**src/rtl/unified_memory_pkg.sv**
```systemverilog
// Shared types and elaboration helpers for the unified instruction/data memory.
package unified_memory_pkg;

    typedef enum logic {
        CLEAR = 1'b0,
        READY = 1'b1
    } init_state_t;

    function automatic int data_seg_size(input int depth, input int data_base);
        return depth - data_base;
    endfunction

    function automatic bit params_legal(input int addr_w, input int depth, input int data_base);
        return (addr_w > 0) && (addr_w < 31) && (depth > 1) &&
               (depth <= (1 << addr_w)) && (data_base >= 0) && (data_base < depth);
    endfunction

endpackage

```
**src/rtl/memory_init_ctrl.sv**
```systemverilog
// Post-reset clear sequencer: walks every word once, then parks in READY until reset.
module memory_init_ctrl
    import unified_memory_pkg::*;
#(
    parameter int DEPTH          = 256,
    parameter int IDX_W          = 8,
    parameter int CLEAR_ON_RESET = 1
) (
    input  logic             clk,
    input  logic             rst,
    output logic             busy,
    output logic             clr_we,
    output logic [IDX_W-1:0] clr_addr
);

    // state | meaning
    // CLEAR | zeroing Mem[cnt] each cycle, all requests dropped
    // READY | normal operation, held until the next reset
    localparam init_state_t RST_STATE = (CLEAR_ON_RESET != 0) ? CLEAR : READY;
    localparam logic [IDX_W-1:0] LAST_IDX = IDX_W'(DEPTH - 1);

    init_state_t      state;
    init_state_t      next_state;
    logic [IDX_W-1:0] cnt;

    always_ff @(posedge clk or negedge rst) begin
        if (!rst) begin
            state <= RST_STATE;
            cnt   <= '0;
        end else begin
            state <= next_state;
            if (state == CLEAR) begin
                cnt <= cnt + 1'b1;
            end
        end
    end

    always_comb begin
        next_state = state;
        busy       = 1'b0;
        clr_we     = 1'b0;
        case (state)
            CLEAR: begin
                busy   = 1'b1;
                clr_we = 1'b1;
                if (cnt == LAST_IDX) begin
                    next_state = READY;
                end
            end
            READY: next_state = READY;
            default: next_state = RST_STATE;
        endcase
    end

    assign clr_addr = cnt;

endmodule

```
**src/rtl/unified_memory.sv**
```systemverilog
// Shared instruction/data memory: I fetch port plus D load/store port into one array,
// with data-segment offset and bounds faulting, write-first bypass and post-reset clear.
module unified_memory
    import unified_memory_pkg::*;
#(
    parameter int WORD_W         = 8,
    parameter int ADDR_W         = 8,
    parameter int DEPTH          = 256,
    parameter int DATA_BASE      = 128,
    parameter int CLEAR_ON_RESET = 1
) (
    input  logic              clk,
    input  logic              rst,
    input  logic              i_req,
    input  logic [ADDR_W-1:0] i_addr,
    output logic              i_valid,
    output logic [WORD_W-1:0] i_rdata,
    input  logic              d_req,
    input  logic              d_we,
    input  logic [ADDR_W-1:0] d_addr,
    input  logic [WORD_W-1:0] d_wdata,
    output logic              d_valid,
    output logic [WORD_W-1:0] d_rdata,
    output logic              d_fault,
    output logic              busy
);

    localparam int IDX_W = $clog2(DEPTH);
    localparam logic [ADDR_W:0] SEG_SIZE = (ADDR_W + 1)'(data_seg_size(DEPTH, DATA_BASE));
    localparam logic [ADDR_W:0] BASE_W   = (ADDR_W + 1)'(DATA_BASE);
    localparam logic [ADDR_W:0] DEPTH_W  = (ADDR_W + 1)'(DEPTH);

    if (!params_legal(ADDR_W, DEPTH, DATA_BASE)) begin : g_param_err
        $error("unified_memory: need DEPTH <= 2**ADDR_W and DATA_BASE < DEPTH");
    end

    logic [WORD_W-1:0] mem [DEPTH];

    logic             clr_we;
    logic [IDX_W-1:0] clr_addr;

    memory_init_ctrl #(
        .DEPTH          (DEPTH),
        .IDX_W          (IDX_W),
        .CLEAR_ON_RESET (CLEAR_ON_RESET)
    ) u_init (
        .clk      (clk),
        .rst      (rst),
        .busy     (busy),
        .clr_we   (clr_we),
        .clr_addr (clr_addr)
    );

    logic              i_acc;
    logic              d_acc;
    logic [ADDR_W:0]   pa;
    logic [IDX_W-1:0]  pa_idx;
    logic [IDX_W-1:0]  i_idx;
    logic              d_oob;
    logic              d_wr;
    logic              i_oob;
    logic [WORD_W-1:0] i_rdata_next;
    logic [WORD_W-1:0] d_rdata_next;

    assign i_acc  = i_req & ~busy;
    assign d_acc  = d_req & ~busy;
    assign pa     = BASE_W + {1'b0, d_addr};
    assign pa_idx = pa[IDX_W-1:0];
    assign i_idx  = i_addr[IDX_W-1:0];
    assign d_oob  = ({1'b0, d_addr} >= SEG_SIZE);
    assign d_wr   = d_acc & d_we & ~d_oob;
    assign i_oob  = ({1'b0, i_addr} >= DEPTH_W);

    // Write-first: a same-cycle store to the fetched word is forwarded to the I port.
    always_comb begin
        i_rdata_next = mem[i_idx];
        if (i_oob) begin
            i_rdata_next = '0;
        end else if (d_wr && (pa == {1'b0, i_addr})) begin
            i_rdata_next = d_wdata;
        end
    end

    always_comb begin
        d_rdata_next = mem[pa_idx];
        if (d_oob) begin
            d_rdata_next = '0;
        end else if (d_we) begin
            d_rdata_next = d_wdata;
        end
    end

    always_ff @(posedge clk) begin
        if (clr_we) begin
            mem[clr_addr] <= '0;
        end else if (d_wr) begin
            mem[pa_idx] <= d_wdata;
        end
    end

    always_ff @(posedge clk or negedge rst) begin
        if (!rst) begin
            i_valid <= 1'b0;
            i_rdata <= '0;
            d_valid <= 1'b0;
            d_rdata <= '0;
            d_fault <= 1'b0;
        end else begin
            i_valid <= i_acc;
            d_valid <= d_acc;
            d_fault <= d_acc & d_oob;
            if (i_acc) begin
                i_rdata <= i_rdata_next;
            end
            if (d_acc) begin
                d_rdata <= d_rdata_next;
            end
        end
    end

endmodule
```
**config.mk**
```make
export PLATFORM = sky130hd
export DESIGN_NAME = unified_memory
export DESIGN_NICKNAME = d
export VERILOG_FILES = /design/src/rtl/unified_memory_pkg.sv /design/src/rtl/memory_init_ctrl.sv /design/src/rtl/unified_memory.sv
export SDC_FILE = /design/constraint.sdc
export NUM_CORES = 2
export LEC_CHECK = 0
export BUFFER_PORTS_ARGS = -buffer_cell sky130_fd_sc_hd__buf_4
export CAP_MARGIN = 10
export CORE_ASPECT_RATIO = 2
export CORE_MARGIN = 2
export CORE_UTILIZATION = 68
export DETAILED_ROUTE_END_ITERATION = 6
export PLACE_DENSITY = 0.84
export SYNTH_ARGS = -nofsm -noshare
export SYNTH_HDL_FRONTEND = slang
export SYNTH_HIERARCHICAL = 1
export SYNTH_SLANG_ARGS = --single-unit
```
**constraint.sdc**
```tcl
create_clock -name clk -period 11.5 [get_ports clk]
set_input_delay 2.3 -clock clk [delete_from_list [all_inputs] [get_ports clk]]
set_output_delay 2.3 -clock clk [all_outputs]
set_load 0.02 [all_outputs]
```
==> out/metrics.csv <==
metric;value;unit
synth_cell_types;56;
route.detailed.wl_per_inst;45.4;um
fp-row-count;187;
die_y;515;um
worst-r2r-cell-count;9;
slew_headroom;-2.03;%
routed_wl;281;mm
drv_cap;1;
cts_setup_buffers;0;
arrival;7280;ps
avgViaCountPerCell;8.24;
hold_viol;0;
postCtsHoldBufs;0;
finalClockSkew;36.0;ps
grt-ovfl-total;0;
clk_pin_slew_worst_paths;60;ps
fmax;152;MHz
r2r_end;mem[233][0]$_DFFE_PP_;
mostFrequentLayoutCell;edfxtp_1;
syn_to_final_growth;8.52;%
setup_violations;0;
synthArstFlopShare;1.35;%
ys_seq_area_share;70.1;%
drive_gt1_share;27.7;%
worst_slack;4910;ps
crit_chain;buf_4, buf_4, nor3b_1, buf_4, o221ai_1, o21ai_0, a21oi_1, nor4_1, nor4_1, a221o_1;
netlist_area;88800;um2
r2r_start;u_init/state$_DFF_PN0_;
status;finished with violations;
gr-usage-all-layers;43.4;%
synth_seq_cells;2076;
crit_fanout;34;
grt_pass1_wl;395;mm
hold_end;i_rdata[0]$_DFFE_PN0P_;
wl_met2;137;mm
synth_ff_type;edfxtp_1;
worstHoldPathType;reg -> reg;
slew_violations;2;
dp_hpwl;165;mm
violations;DRC, capacitance limit, slew limit;
final_cells;6188;
place_inst;5865;
syn_area_per_cell;20.5;um2
dr.pass1.iters;7;
routed.top_layer;met5;
core;130000;um2
rsz0062_at_grt;false;
cts.sinks;2076;
peakVddDrop;0.123;mV
route.met3.wl;36.6;mm
synth_warnings;6;
io_buffers;48;
period_minus_slack;6590;ps
slowest_stage;nor4_1;
cts_root_buf;clkbuf_16;
min-delay-start;i_rdata[0]$_DFFE_PN0P_;
start_util;68.5;%
vias;51000;
setup-tns-final;0;ps
crit_required;12200;ps
min_period_over_period;57.3;%
tightest_slew;1520;ps
final_antenna_net_count;0;
r2r_setup_slack;6520;ps
syn-num-nets;4359;
ioPinCount;49;
final_nets;4371;
htree_levels;4;
crit_top_cell;buf_4;
grt_max_degree;177;
wl_met1;74.3;mm
clk_latency;840;ps
crit_type;in -> reg;
drt-initial-drc-count;9312;
cts_inserted_buffers;165;
hold_depth;1;
cts_resized;0;
power.density;152;nW/um2
drc;4;
preCtsSetupSlack;4710;ps
setup.worst_path.end_class;register;
critPathLaunchType;input pin;
gp_congestion;1.02;
antenna_found_initial;29;
syn_inst;4329;
finalPower;14.6;mW
synth_edf_count;2048;
cpPeakStageDelay;1190;ps
leakage;32.8;nW
layout_common_cells;edfxtp_1, mux4_2, nor2_1, mux2i_1, clkbuf_16;
cts_tree;built;
first_global_vias;51300;
die_w;259;um
dieArea;134000;um2
cts_max_path_buffers;3;
-- registers in the layout, indices dropped and copies added, names as in the netlist --
| signal | cells |
|---|---|
| d_fault | 1 |
| d_rdata | 8 |
| d_valid | 1 |
| i_rdata | 8 |
| i_valid | 1 |
| mem | 2048 |
| u_init/clr_addr | 8 |
| u_init/state | 1 |
-- critical path, delay by kind of cell --
family | cells | cell delay (ps)
AOI/OAI and AO/OA | 4 | 1390
and+or+nand+nor | 3 | 2050
buffers and inverters | 3 | 1490
-- cells in the mapped netlist (2+ instances only) --
master	instances	area, um2
o22ai_1	71	444
a222oi_1	8	80.1
xnor2_1	4	35.0
o21ai_0	30	150
mux2i_1	185	1850
nand2b_1	39	244
and3_1	18	113
nand4_1	5	31.3
buf_4	21	158
nor3_1	32	160
nand2_1	92	345
clkbuf_1	143	537
nor3b_1	8	60.1
buf_6	9	101
o311ai_0	3	26.3
inv_1	10	37.5
buf_2	97	485
nor2_1	279	1050
and2_1	20	125
o211ai_1	9	67.6
nor4_1	30	188
mux4_2	794	17900
nand3_1	20	100
a22oi_1	65	488
nand3b_1	4	30.0
mux2_2	16	180
edfxtp_1	2048	61500
or2_2	10	62.6
and3b_1	2	17.5
a22o_1	3	26.3
nor2b_1	19	119
xor2_1	10	87.6
or3_1	16	100
buf_1	35	131
a31oi_1	6	37.5
a221o_1	7	70.1
o221ai_1	26	228
o31ai_1	3	22.5
a211oi_1	31	233
dfrtp_1	28	701
a311oi_1	14	123
a21oi_1	45	225
-- final cells by class --
class                           instances  area (um2)
Tap cell                             1701        2130
Multi-Input combinational cell       1937       25200
Timing Repair Buffer                  151        1390
Clock inverter                        103        1020
Sequential cell                      2076       62200
Fill cell                            6489       33300
Clock buffer                          198        4330
Inverter                               10        37.5
Antenna cell                           12        30.0
-- worst max path at each step --
stage / to / from / slack [ps] / cells past startpoint
floorplan: mem[0][0]$_DFFE_PP_ / d_we / 3820 / 5
global placement: i_rdata[3]$_DFFE_PN0P_ / i_addr[3] / 4680 / 10
detailed placement: i_rdata[5]$_DFFE_PN0P_ / i_addr[3] / 4710 / 10
CTS: i_rdata[6]$_DFFE_PN0P_ / i_addr[3] / 5480 / 10
global route: i_rdata[0]$_DFFE_PN0P_ / i_addr[0] / 5240 / 11
finish: i_rdata[2]$_DFFE_PN0P_ / i_addr[3] / 4910 / 10
-- per-layer routing --
metal,track usage (%),vias to the layer above
li1,-,18400
met1,47.0,25500
met2,69.5,5351
met3,13.5,1617
met4,36.5,40
met5,0.185,-
-- metrics by stage --
| step | hold WS (ps) | area [um2] | util (%) |
|---|---|---|---|
| 4_1_cts | 533 | 96100 | 74.2 |
| 3_3_place_gp | 517 | 90700 | 70.0 |
| 3_5_place_dp | 518 | 90800 | 70.0 |
| 2_1_floorplan | 512 | 88800 | - |
| 5_1_grt | 539 | 96300 | 74.3 |
| 6_report | 531 | 96300 | 74.3 |
-- cells by family (layout without fill, tap and decap cells) --
kind of cell	Yosys count	count (layout)	share of synthesized area, %
AOI/OAI and AO/OA	325	325	2.54
xor gates and xnor gates	14	14	0.138
adders and majority gates	1	1	0.0141
buffers and inverters	316	462	1.64
DFF	2076	2076	70.1
muxes	995	995	22.4
other	0	12	0
and+or+nand+nor	602	602	3.17
-- power by group --
part           internal, mW  switching [mW]  leakage [nW]
Clock                  3.09            2.73          2.58
Combinational         0.224           0.404          8.37
Sequential             8.18         0.00305          21.9
Total                  11.5            3.14          32.8
No activity file was read; power rests on OpenSTA's default activity.
